### src/rtl/rect_reader.sv
// rect_reader: streams a rectangular region of the frame buffer in raster
// order, one scan position per clock, through the buffer's synchronous read
// port (one cycle of read latency). Positions outside the frame are skipped
// but still take their scan cycle, so scan time depends only on the size.
//
// Optional feature macro: RECT_READER_HIT_COUNT_EN adds a counter of streamed
// pixels whose colour matches key_color, exposed on hit_count.
//
// Handshake: go is a request sampled only while idle (busy low); once
// accepted, the region inputs are latched and may change. pix_valid marks
// a beat carrying pix_x/pix_y/pix_color; there is no back-pressure. done
// pulses once per accepted go (not after a reset abort).
module rect_reader #(
   parameter int FB_W = 160,
   parameter int FB_H = 120
) (
   input  logic        clk,
   input  logic        resetn,
   input  logic        go,
   input  logic [7:0]  x0,
   input  logic [6:0]  y0,
   input  logic [7:0]  width,
   input  logic [6:0]  height,
   output logic        busy,
   output logic        done,
   output logic        rd_en,
   output logic [14:0] rd_addr,
   input  logic [2:0]  rd_data,
   output logic        pix_valid,
   output logic [7:0]  pix_x,
   output logic [6:0]  pix_y,
   output logic [2:0]  pix_color,
   input  logic [2:0]  key_color,
`ifdef RECT_READER_HIT_COUNT_EN
   output logic [14:0] hit_count,
`endif
   output logic [1:0]  dbg_state
);

   typedef enum logic [1:0] {
      S_IDLE   = 2'd0,
      S_READ   = 2'd1,
      S_DRAIN  = 2'd2,
      S_FINISH = 2'd3
   } state_t;

   localparam logic [8:0] FB_W_L = 9'(FB_W);
   localparam logic [7:0] FB_H_L = 8'(FB_H);

   state_t      state_q, state_d;

   // Scan position and latched region bounds (end coordinates wrap).
   logic [7:0]  x_q, x0_q, xend_q;
   logic [6:0]  y_q, yend_q;

   // Read pipeline stage: position of the read issued last cycle.
   logic        pix_valid_q;
   logic [7:0]  pix_x_q;
   logic [6:0]  pix_y_q;

   logic        accept;
   logic        row_end;
   logic        last_pos;
   logic        in_frame;
   logic        rd_en_c;
   logic [14:0] addr_c;

   assign accept   = (state_q == S_IDLE) && go;
   assign row_end  = (x_q == xend_q);
   assign last_pos = row_end && (y_q == yend_q);
   assign in_frame = ({1'b0, x_q} < FB_W_L) && ({1'b0, y_q} < FB_H_L);
   assign addr_c   = 15'(y_q) * 15'(FB_W) + 15'(x_q);

   // State register.
   always_ff @(posedge clk or negedge resetn) begin
      if (!resetn) state_q <= S_IDLE;
      else         state_q <= state_d;
   end

   // Next-state logic: zero-size regions skip straight to a one-cycle finish.
   always_comb begin
      state_d = state_q;
      case (state_q)
         S_IDLE: begin
            if (go) begin
               if ((width == 8'd0) || (height == 7'd0)) state_d = S_FINISH;
               else                                     state_d = S_READ;
            end
         end
         S_READ:   if (last_pos) state_d = S_DRAIN;
         S_DRAIN:  state_d = S_IDLE;
         S_FINISH: state_d = S_IDLE;
         default:  state_d = S_IDLE;
      endcase
   end

   // Output decode: reads issue only for in-frame positions during the scan.
   always_comb begin
      busy    = (state_q != S_IDLE);
      done    = (state_q == S_DRAIN) || (state_q == S_FINISH);
      rd_en_c = (state_q == S_READ) && in_frame;
      rd_en   = rd_en_c;
      rd_addr = rd_en_c ? addr_c : 15'd0;
   end

   // Scan counters: x fastest, wrap back to x0 at row end with no gap cycle.
   always_ff @(posedge clk or negedge resetn) begin
      if (!resetn) begin
         x_q    <= 8'd0;
         y_q    <= 7'd0;
         x0_q   <= 8'd0;
         xend_q <= 8'd0;
         yend_q <= 7'd0;
      end else if (accept) begin
         x_q    <= x0;
         y_q    <= y0;
         x0_q   <= x0;
         xend_q <= x0 + width - 8'd1;
         yend_q <= y0 + height - 7'd1;
      end else if (state_q == S_READ) begin
         if (row_end) begin
            x_q <= x0_q;
            if (!last_pos) y_q <= y_q + 7'd1;
         end else begin
            x_q <= x_q + 8'd1;
         end
      end
   end

   // Read pipeline: delay the strobe and position to line up with rd_data.
   always_ff @(posedge clk or negedge resetn) begin
      if (!resetn) begin
         pix_valid_q <= 1'b0;
         pix_x_q     <= 8'd0;
         pix_y_q     <= 7'd0;
      end else begin
         pix_valid_q <= rd_en_c;
         if (rd_en_c) begin
            pix_x_q <= x_q;
            pix_y_q <= y_q;
         end
      end
   end

   assign pix_valid = pix_valid_q;
   assign pix_x     = pix_x_q;
   assign pix_y     = pix_y_q;
   // Colour is gated so it reads 0 whenever no pixel is being streamed.
   assign pix_color = pix_valid_q ? rd_data : 3'd0;
   assign dbg_state = state_q;

`ifdef RECT_READER_HIT_COUNT_EN
   logic [14:0] hit_q;
   logic        hit_inc;

   assign hit_inc = pix_valid_q && (rd_data == key_color);

   // Match counter: cleared on accept, holds between scans.
   always_ff @(posedge clk or negedge resetn) begin
      if (!resetn)      hit_q <= 15'd0;
      else if (accept)  hit_q <= 15'd0;
      else if (hit_inc) hit_q <= hit_q + 15'd1;
   end

   // Include the current beat so the count is complete in the done cycle.
   assign hit_count = hit_q + {14'd0, hit_inc};
`else
   logic unused_key;
   assign unused_key = ^key_color;
`endif

endmodule

### config.mk
export PLATFORM = sky130hd
export DESIGN_NAME = rect_reader
export DESIGN_NICKNAME = d
export VERILOG_FILES = /design/src/rtl/rect_reader.sv
export SDC_FILE = /design/constraint.sdc
export NUM_CORES = 1
export LEC_CHECK = 0
export BUFFER_PORTS_ARGS = -buffer_cell sky130_fd_sc_hd__buf_2
export CAP_MARGIN = 20
export CORE_ASPECT_RATIO = 1.2
export CORE_MARGIN = 8
export CORE_UTILIZATION = 60
export DETAILED_ROUTE_END_ITERATION = 16
export PLACE_DENSITY = 0.86
export SYNTH_ARGS = -nofsm -noshare
export SYNTH_HDL_FRONTEND = slang
export SYNTH_SLANG_ARGS = --single-unit
### constraint.sdc
create_clock -name clk -period 7.6 [get_ports clk]
set_input_delay 0.38 -clock clk [delete_from_list [all_inputs] [get_ports clk]]
set_output_delay 0.38 -clock clk [all_outputs]
set_load 0.03 [all_outputs]
; ---- Word-level counts from Yosys, hierarchy flattened
; Cells that the tools add are included.
[word_totals]
register_bits = 56
input_bits = 39
output_inout_bits = 39
word_cells = 55
[op_classes]
add_sub_neg = 7
n_mul = 1
n_lt_le_gt_ge = 2
n_eq_ne = 8
muxes = 13
reduce_logical = 15
[op_table]
columns = op, n
row1 = 2-to-1 mux 7 bit, 4
row2 = 2-to-1 mux 8 bit, 3
row3 = adder 15 x 8 -> 15 bit, 1
row4 = 2-to-1 mux 15 bit, 1
row5 = "multiplier 7 x 3 -> 10 bit, second input constant", 1
row6 = "adder 8 x 1 -> 8 bit, second input constant", 1
row7 = adder 8 bit, 1
row8 = equality test 8 bit, 1
row9 = logical NOT 8 bit, 1
row10 = "less-than comparator 8 bit, second input constant", 1
row11 = "subtractor 8 x 1 -> 8 bit, second input constant", 1
row12 = "adder 7 x 1 -> 7 bit, second input constant", 1
row13 = adder 7 bit, 1
row14 = equality test 7 bit, 1
row15 = logical NOT 7 bit, 1
row16 = "less-than comparator 7 bit, second input constant", 1
row17 = "subtractor 7 x 1 -> 7 bit, second input constant", 1
row18 = 2-to-1 mux 2 bit, 3
row19 = "inequality test 2 bit, second input constant", 3
row20 = case mux 2 bit (3 select lines), 1
row21 = nonzero test 2 bit, 3
row22 = "equality test 2 bit, second input constant", 2
row23 = logical AND 1 bit, 4
row24 = 2-to-1 mux 3 bit, 1
row25 = 6 further kinds, 7

; ---- Longest topological paths before layout
; Gate-level depths: netlist of the first run.
[depth]
word_depth = 6
ltp_mapped = 12
mapped_depth_nobuf = 12

; ---- Worst setup path before layout of the first run
; OpenSTA, ideal clock, no wires.
[synth_timing]
path_type = reg2out
from = register y_q[1]
to = output rd_addr[14]
t_arrival_ps = 2980
t_required_ps = 7220
slack_ps = 4240
path_stages_with_launch = 9
n_path_buf = 0
cell_sequence = dfrtp_1 -> ha_1 -> ha_1 -> inv_1 -> fa_1 -> nand2b_1 -> or4_1 -> or3_1 -> o22ai_1
[synth_via]
elab_chain_cells = 4
word_cells_on_any_way = 6
classes_between = 1 x add/sub / 1 x mul / 1 x order compare / 1 x mux / 2 x reduce/logical
[synth_lines]
columns = item, line_no
row1 = start: declaration, 54  ; logic [6:0] y_q, yend_q;
row2 = start signal: assignment, 116  ; y_q <= y0;
row3 = start signal: assignment, 123  ; if (!last_pos) y_q <= y_q + 7'd1;
row4 = branches (longest 3 deep; another with adder 15 x 8 -> 15 bit), --
row5 = 2-to-1 mux 15 bit *, 103  ; rd_addr = rd_en_c ? addr_c : 15'd0;
row6 = end: declaration, 27  ; output logic [14:0] rd_addr,
; Every way passes the cells marked *.

; ---- Worst setup path after layout of the first run
; Same ends and word-level chain as after synthesis.

==> results of run 1 <==
[worst min-delay path by stage]
stage,startpoint,endpoint,slack [ns],depth (start not counted)
after floorplan,resetn,dbg_state[0],0.08,0
after global placement,pix_x[3],pix_x[3],0.45,1
after detailed placement,pix_y[4],pix_y[4],0.46,2
after CTS,resetn,xend_q[5],0.22,2
after global routing,resetn,x0_q[4],0.23,2
final,resetn,x0_q[3],0.18,2
[layer usage]
metal	routed length (um)	track usage, %	part of all wire, %
met1	3870	23.0	43
met2	4350	32.9	48
met3	661	4.54	7.3
met4	112	5.72	1.2
met5	0	0	0
[flip-flops by register name (all words and copies together), names as in the netlist]
signal and flops:
pix_x 8, x0_q 8, x_q 8, xend_q 8
pix_y 7, y_q 7, yend_q 7, dbg_state 2
pix_valid 1
[cell families (layout without fill, tap and decap cells)]
logic type,Yosys count,after routing,share of synthesized area (%)
buf+inv,81,145,8.16
simple gates,141,141,17.3
compound gates,91,91,14.1
fa+ha+maj,43,43,14.2
xor+xnor,43,43,10.2
mux,4,4,1.03
flops,56,56,35.0
[critical path: stages (launching register included)]
cell and delay, ns:
dfrtp_1 0.51, ha_1 0.35, ha_1 0.22, inv_1 0.07
fa_1 0.43, nand2b_1 0.19, or4_1 0.54, or3_1 0.33
o22ai_1 0.13, buf_2 0.22
[area by class of cell]
| class | instances | area, um2 |
|---|---|---|
| Multi-Input combinational cell | 322 | 2270 |
| Fill cell | 512 | 1950 |
| Sequential cell | 56 | 1400 |
| Timing Repair Buffer | 77 | 393 |
| Inverter | 60 | 225 |
| Tap cell | 85 | 106 |
| Clock buffer | 7 | 86.3 |
| Clock inverter | 1 | 7.51 |
[stage by stage]
stage / setup WS (ns) / power [mW] / util (%) / hold slack [ns] / cells
2_1_floorplan: 4.24 / 1.60 / - / 0.0844 / 459
3_3_place_gp: 4.30 / 1.86 / 68.2 / 0.452 / 600
3_5_place_dp: 4.25 / 1.91 / 68.2 / 0.459 / 600
4_1_cts: 3.91 / 2.08 / 69.7 / 0.216 / 608
5_1_grt: 3.79 / 2.25 / 69.7 / 0.234 / 608
6_report: 3.92 / 2.07 / 69.7 / 0.179 / 608
[report_power, final]
group	internal (mW)	total, mW	switching [mW]
logic	0.509	1.29	0.777
clock network	0.0743	0.170	0.0953
registers	0.442	0.616	0.174
[layout by cell type (no fill, tap or decap), types with 2 or more instances in the layout]
| cell | n |
|---|---|
| xnor2_2 | 2 |
| mux2i_1 | 3 |
| nand4_2 | 2 |
| nand2_1 | 75 |
| clkbuf_8 | 6 |
| o21ai_0 | 32 |
| o21a_1 | 4 |
| nand2b_1 | 2 |
| nor2_1 | 13 |
| nand3_1 | 2 |
| and3_1 | 3 |
| a21o_1 | 15 |
| nor4b_1 | 2 |
| nor3_1 | 2 |
| inv_1 | 60 |
| nor4_1 | 4 |
| xor2_1 | 12 |
| o21bai_1 | 3 |
| o31ai_1 | 3 |
| xnor2_1 | 28 |
| nor3b_1 | 2 |
| a31oi_1 | 5 |
| dfrtp_1 | 56 |
| and2_1 | 15 |
| or2_2 | 2 |
| o22ai_1 | 2 |
| a21oi_1 | 17 |
| nand4_1 | 5 |
| o311ai_0 | 2 |
| nor2b_1 | 3 |
| fa_1 | 4 |
| ha_1 | 39 |
| buf_2 | 74 |
| a311oi_1 | 3 |
| buf_4 | 3 |
| or3_1 | 3 |
==> impl_metrics.toml, run 1 <==
[run_status]
status = "finished, final reports clean"

[power]
power_leakage_nw = 2.37
irDropWorstVdd_mv = 0.240
powerDensity_mw_per_mm2 = 461

[cts]
cts_setup_buffers = 0
cts_resized = 0
cts_max_level = 2
numCtsBuffers = 5
cts_root_buf = "clkbuf_8"
cts.path.max_buffers = 2
cts_sinks = 56
cts_tree = "built"
hold_buffers = 0
clk_latency_ns = 0.31
clk_pin_slew_ns = 0.10

[synth]
ys_seq_area_share_pct = 35.0
synth.net_count = 541
syn_area_mm2 = 0.00400
synth_edf_count = 0
synth_seq_cells = 56
synth_async_sr_flop_share_pct = 100
avgSynthCellArea_um2 = 8.72
yosysTopAreaCellShare_pct = 35.0
yosysMostFrequentCell = "nand2_1"
yosys-top-cells-area = "dfrtp_1 (35%), ha_1 (12%), nand2_1 (7.0%)"
synth_commonest_cells = "nand2_1 (75), inv_1 (60), dfrtp_1 (56)"
synth.distinct_cells = 51
synthFlopType = "dfrtp_1"
synth_cells = 459
synth_top_area_cell = "dfrtp_1"
ys_warn_count = 0

[job]
drv_cap = 0

[critical_path]
worstPathRequired_ns = 7.22
r2r_start = "x_q[6]"
r2r_end = "y_q[5]"
endpoint = "rd_addr[14]"
setup.worst_path.start = "y_q[1]"
critPathArrivalTime_ns = 3.30
rrSetupSlack_ns = 5.06
cp-end-kind = "output port"
path_max_fanout = 8
rr_worst_depth = 6
crit_path_start_kind = "flop"
path_class = "reg -> out"

[grt]
grt_pass1_wl_um = 15400
grt_max_degree = 57
grt_usage_pct = 19.1
antenna_found_initial = 0
gr-total-overflow = 0
grt_pass1_vias = 3436

[detailed_routing]
dr.pass1.iters = 4
dr_total_vias = 3381
drt_iter0_drc = 211
wl_per_cell_um = 14.8
drc = 0
final_antenna_net_count = 0
wl_um = 9000
via_per_inst = 5.56

[hold_path]
hold_path_class = "in -> async"

[sta]
rsz0062_at_grt = "no"
setup-tns-final_ns = 0
final-setup-viol-count = 0
fin_worst_skew_ns = 0.00792
maxSlewHeadroom_pct = 48.1
fin_crit_sh_pct = 48.5
worst_pin_slew_ns = 0.775
finalMaxSlewViolations = 0
timing.fmax_mhz = 271
period_minus_slack_ns = 3.68
hold_viol = 0

[finish]
final_area_mm2 = 0.00449
final_nets = 604
drive_above_1_share_pct = 18.0
area_growth_pct = 12.3
n_antenna_cell = 0

[floorplan]
die_area_mm2 = 0.00955
rows = 32
die_y_um = 105
die_w_um = 90.6
start_util_pct = 62.1
ios = 78
core_mm2 = 0.00645

[placement]
gp_congestion = 0.845
hpwl_um = 7210
dpl_cell_area_mm2 = 0.00440
portBuffers = 74
No activity file was read; power rests on OpenSTA's default activity.
==> run 2: changes to the inputs <==
Settings changed: CORE_UTILIZATION 60 to 56, PLACE_DENSITY 0.86 to 0.81.
Clock period 7.6 ns to 3.73 ns, I/O delays scaled along.
==> run 2 against run 1 <==
Via count shrank 1.2%. Non-clock buffer count increased by 1. Power up 100%. Die area rose by 5.9%. Routed wire length fell by 0.20%. Critical endpoint unchanged. Core utilization decreased by 4.4 points. Cell area grew 0.25%. Register-to-register slack got worse by 3.7 ns. Cell count grew 0.49%. The run now ends with hold timing left. Worst setup slack got worse by 3.6 ns.
==> impl_metrics.toml, run 2 (synthesis results as in run 1) <==
[detailed_routing]
via_per_inst = 5.46
dr.pass1.iters = 4
drt_iter0_drc = 277
drc = 0
wl_um = 8980
dr_total_vias = 3339
wl_per_cell_um = 14.7
final_antenna_net_count = 0

[critical_path]
cp_slowest_cell = "or4_1"
cp.depth = 9
worstPathRequired_ns = 3.54
path_cells = "ha_1 -> ha_1 -> inv_1 -> fa_1 -> nand2b_1 -> or4_1 -> or3_1 -> o22ai_1 -> buf_2"
critPathArrivalTime_ns = 3.27
path_common_cell = "ha_1"
path_max_fanout = 8
cp_slowest_stage_delay_ns = 0.54
path_class = "reg -> out"
crit_path_start_kind = "flop"
critical_path_buf_inv_count = 2
cp-end-kind = "output port"
crit_family = "simple AND/OR/NAND/NOR gates"
rr_worst_depth = 7

[placement]
gp_congestion = 0.848
portBuffers = 74
hpwl_um = 7090

[floorplan]
ios = 78
die_area_mm2 = 0.0101
die_w_um = 93.2
core_mm2 = 0.00690
die_y_um = 109
start_util_pct = 58.0
rows = 33

[power]
powerDensity_mw_per_mm2 = 936
pwr-share-seq_pct = 29.7
power_leakage_nw = 2.38
p_int_mw = 2.07
power_frac_clock_pct = 8.3
p_comb_share_pct = 62.1
switching_share_pct = 50.8
p_switching_mw = 2.14
total_power_mw = 4.22
irDropWorstVdd_mv = 0.733

[finish]
final_nets = 605
most-common-layout-cells = "nand2_1 (75), buf_2 (74), inv_1 (60)"
drive_above_1_share_pct = 18.3
n_antenna_cell = 0
finish.utilization_pct = 65.3
layout_commonest_cell = "nand2_1"
area_growth_pct = 12.6

[run_status]
status = "complete, but fails checks"
violations = "hold timing"

[hold_path]
hold_path_class = "in -> async"

[job]
drv_cap = 0

[cts]
cts_tree = "built"
clk_latency_ns = 0.31
cts_resized = 0
hold_buffers = 0
clk_pin_slew_ns = 0.11
numCtsBuffers = 5
cts.path.max_buffers = 2
cts_root_buf = "clkbuf_8"
cts_max_level = 2
cts_setup_buffers = 0
cts_sinks = 56

[grt]
grt_pass1_wl_um = 15400
grt_pass1_vias = 3372
grt_usage_pct = 18.5
grt_max_degree = 57
gr-total-overflow = 0
antenna_found_initial = 0

[sta]
rsz0062_at_grt = "no"
maxSlewHeadroom_pct = 50.5
final-setup-viol-count = 0
timing.fmax_mhz = 289
worst_pin_slew_ns = 0.743
setup-tns-final_ns = 0
holdWs_ns = -0.0112
hold_viol = 13
fin_worst_skew_ns = 0.00677
period_minus_slack_ns = 3.46
fin_crit_sh_pct = 92.8
finalMaxSlewViolations = 0
run 2: cell count changes in the layout (fill, tap and decap cells not counted), sizes merged:
cell,change
clkbuf,-2
buf,+1
clkinvlp,+1
inv,+1
run 2: cell type report:
class	count	area (um2)
clock buffers	5	68.8
fillers	555	2390
well taps	87	109
repair buffers	78	400
inverters	60	225
multi-input cells	322	2270
clock inverters	3	26.3
flip-flops and latches	56	1400
run 2: final timing paths:
check	from	to	slack, ns
max	y_q[1]	rd_addr[14]	0.27
min	resetn	pix_x[3]	-0.01
max reg2reg	x_q[6]	y_q[5]	1.32
min reg2reg	pix_y[6]	pix_y[6]	0.48
max in group asynchronous	resetn	yend_q[5]	3.27
min in group clk	y0[3]	y_q[3]	0.11
run 2: stage by stage:
stage / hold WS [ns] / std cells / area (um2) / setup WS (ns)
after floorplan: -0.109 / 459 / 4000 / 0.563
after global placement: 0.360 / 603 / 4410 / 0.663
after detailed placement: 0.365 / 603 / 4410 / 0.603
after CTS: 0.0144 / 611 / 4500 / 0.255
after global routing: 0.0480 / 611 / 4500 / 0.102
final: -0.0112 / 611 / 4500 / 0.270
run 2: power groups by stage:
stage / clock, mW / sequential (mW) / combinational (mW)
4_1_cts: 0.354 / 1.25 / 2.64
2_1_floorplan: 0 / 1.29 / 1.96
3_5_place_dp: 0 / 1.26 / 2.62
3_3_place_gp: 0 / 1.24 / 2.55
5_1_grt: 0.381 / 1.30 / 2.92
6_report: 0.349 / 1.25 / 2.62
run 2: metal layers:
metal  part of all wire [%]  vias to the layer above  GRT usage, %  wire [um]
met4                    1.4                        0          5.88        124
met3                    7.6                       10          4.16        681
li1                       -                     1651             -          -
met5                      0                        -             0          0
met1                     43                     1566          22.1       3850
met2                     48                      112          32.1       4330
==> run 3: changes to the inputs <==
Settings changed: ABC_AREA set to 1, CORE_UTILIZATION 56 to 55, PLACE_DENSITY 0.81 to 0.79.
==> run 3 against run 2 <==
The run now ends clean. Core utilization is 2.9 points lower. Flip-flop and latch count unchanged. Synthesized cell count rose by 38%. Critical path type unchanged.
==> impl_metrics.toml, run 3 <==
[critical_path]
critPathArrivalTime_ns = 2.92
rr_worst_depth = 9
r2r_start = "dbg_state[1]"
r2r_end = "y_q[5]"
path_class = "reg -> out"
crit_path_start_kind = "flop"
rrSetupSlack_ns = 1.78
cp-end-kind = "output port"
worstPathRequired_ns = 3.54
path_max_fanout = 9

[finish]
n_antenna_cell = 0
final_area_mm2 = 0.00498
drive_above_1_share_pct = 17.3
finish.utilization_pct = 62.5
area_growth_pct = 12.0
final_nets = 782
layout_commonest_cell = "nand2_1"
most-common-layout-cells = "nand2_1 (175), inv_1 (114), buf_2 (74)"

[synth]
synth_commonest_cells = "nand2_1 (175), inv_1 (114), dfrtp_1 (56)"
yosys.area_share.simple_pct = 29.3
synth_seq_cells = 56
yosys-top-cells-area = "dfrtp_1 (32%), nand2_1 (15%), ha_1 (11%)"
synth_top_area_cell = "dfrtp_1"
yosys-mux-area-fraction_pct = 0
yosysMostFrequentCell = "nand2_1"
ys_seq_area_share_pct = 31.5
synthXorXnorAreaFrac_pct = 4.93
synth_async_sr_flop_share_pct = 100
synth.net_count = 714
synth_edf_count = 0
ys_warn_count = 0
synthAdderAreaFrac_pct = 12.8
yosysTopAreaCellShare_pct = 31.5
synth_cells = 632
synthFlopType = "dfrtp_1"
syn_area_mm2 = 0.00444
synth_compound_area_share_pct = 8.76
synth.distinct_cells = 36
avgSynthCellArea_um2 = 7.03
synth_top_family_by_area = "simple AND/OR/NAND/NOR gates"

[power]
p_switching_mw = 2.23
power_leakage_nw = 2.90
powerDensity_mw_per_mm2 = 844
p_comb_share_pct = 61.9
pwr-share-seq_pct = 28.3
p_int_mw = 1.98
irDropWorstVdd_mv = 0.497
total_power_mw = 4.20
power_frac_clock_pct = 9.8
switching_share_pct = 53.0

[placement]
gp_congestion = 0.906
portBuffers = 74
hpwl_um = 8010
dpl_cell_area_mm2 = 0.00486

[cts]
cts.path.max_buffers = 2
clk_latency_ns = 0.31
cts_resized = 0
cts_tree = "built"
numCtsBuffers = 5
cts_max_level = 2
cts_root_buf = "clkbuf_8"
hold_buffers = 0
clk_pin_slew_ns = 0.11
cts_sinks = 56
cts_setup_buffers = 0

[sta]
final-setup-viol-count = 0
rsz0062_at_grt = "no"
maxSlewHeadroom_pct = 47.7
finalMaxSlewViolations = 0
fin_crit_sh_pct = 83.2
hold_viol = 0
period_minus_slack_ns = 3.10
timing.fmax_mhz = 322
worst_pin_slew_ns = 0.783
fin_worst_skew_ns = 0.00998
setup-tns-final_ns = 0

[grt]
antenna_found_initial = 0
grt_pass1_wl_um = 17800
grt_max_degree = 57
grt_usage_pct = 18.9
grt_pass1_vias = 4101
gr-total-overflow = 0

[floorplan]
die_w_um = 98.1
ios = 78
die_area_mm2 = 0.0112
start_util_pct = 55.7
core_mm2 = 0.00797
rows = 36
die_y_um = 114

[hold_path]
hold_path_class = "in -> async"

[detailed_routing]
wl_um = 10100
dr.pass1.iters = 4
drc = 0
wl_per_cell_um = 12.7
dr_total_vias = 4084
final_antenna_net_count = 0
drt_iter0_drc = 247
via_per_inst = 5.13

[run_status]
status = "finished, final reports clean"

[job]
drv_cap = 0
run 3: cell types whose count changed after synthesis, moves of 6 or more:
| cell | change |
|---|---|
| nor2_1 | +25 |
| nand2_1 | +100 |
| nand3_1 | +41 |
| a21o_1 | -15 |
| inv_1 | +54 |
| and2_1 | -15 |
| xnor2_1 | -13 |
| buf_2 | +8 |
| nand2_2 | +6 |
| nor2_4 | +6 |
| inv_2 | +11 |
| clkbuf_1 | -13 |
| o21ai_1 | +14 |
run 3: final cells by class:
type | count | area (um2)
inverters | 126 | 473
repair buffers | 77 | 393
clock buffers | 5 | 68.8
clock inverters | 3 | 46.3
fillers | 740 | 2990
well taps | 95 | 119
flip-flops and latches | 56 | 1400
multi-input cells | 434 | 2480
run 3: worst max-delay path, stage by stage (launching register included):
cell	delay, ns
dfrtp_1	0.52
ha_1	0.36
ha_1	0.20
inv_1	0.07
fa_1	0.40
xnor2_1	0.29
nand3_1	0.15
nor2_1	0.17
nand2_1	0.08
nand2_1	0.06
nand2_1	0.04
nor2_1	0.07
buf_2	0.20
run 3: how the worst max path moves through the flow:
stage	start	endpoint	slack, ns	cells past startpoint
after floorplan	y_q[1]	rd_addr[14]	1.00	11
after global placement	y_q[1]	rd_addr[14]	1.01	12
after detailed placement	y_q[1]	rd_addr[13]	0.96	12
after CTS	y_q[1]	rd_addr[13]	0.61	12
after global routing	y_q[1]	rd_addr[13]	0.37	12
final	y_q[1]	rd_addr[13]	0.63	12
run 3: layer usage:
layer | vias up | part of all wire [%] | wire length (um) | GRT usage, %
met4 | 0 | 1.5 | 150 | 6.56
met5 | - | 0 | 0 | 0
met1 | 1840 | 45 | 4570 | 23.4
met2 | 134 | 46 | 4660 | 31.3
met3 | 11 | 7.2 | 731 | 4.68
li1 | 2099 | - | - | -
run 3: power groups by stage:
stage	logic (mW)	clock network (mW)	registers (mW)
after global placement	2.50	0	1.19
final	2.60	0.411	1.19
after detailed placement	2.59	0	1.20
after floorplan	1.91	0	1.28
after CTS	2.61	0.417	1.19
after global routing	2.95	0.443	1.24
run 3: metrics by stage:
stage	std cells	setup WS [ns]	hold WS, ns
final	796	0.628	0.00424
after floorplan	632	1.00	-0.109
after global routing	796	0.368	0.0483
after global placement	788	1.01	0.365
after detailed placement	788	0.960	0.370
after CTS	796	0.609	0.0266
run 3: logic make-up (layout without fill, tap and decap cells):
logic type	Yosys count	after routing
flip-flops	56	56
adder cells (fa/ha/maj)	43	43
buffers and inverters	142	211
XOR/XNOR	25	25
AO/OA/AOI/OAI	73	73
AND/OR/NAND/NOR	293	293
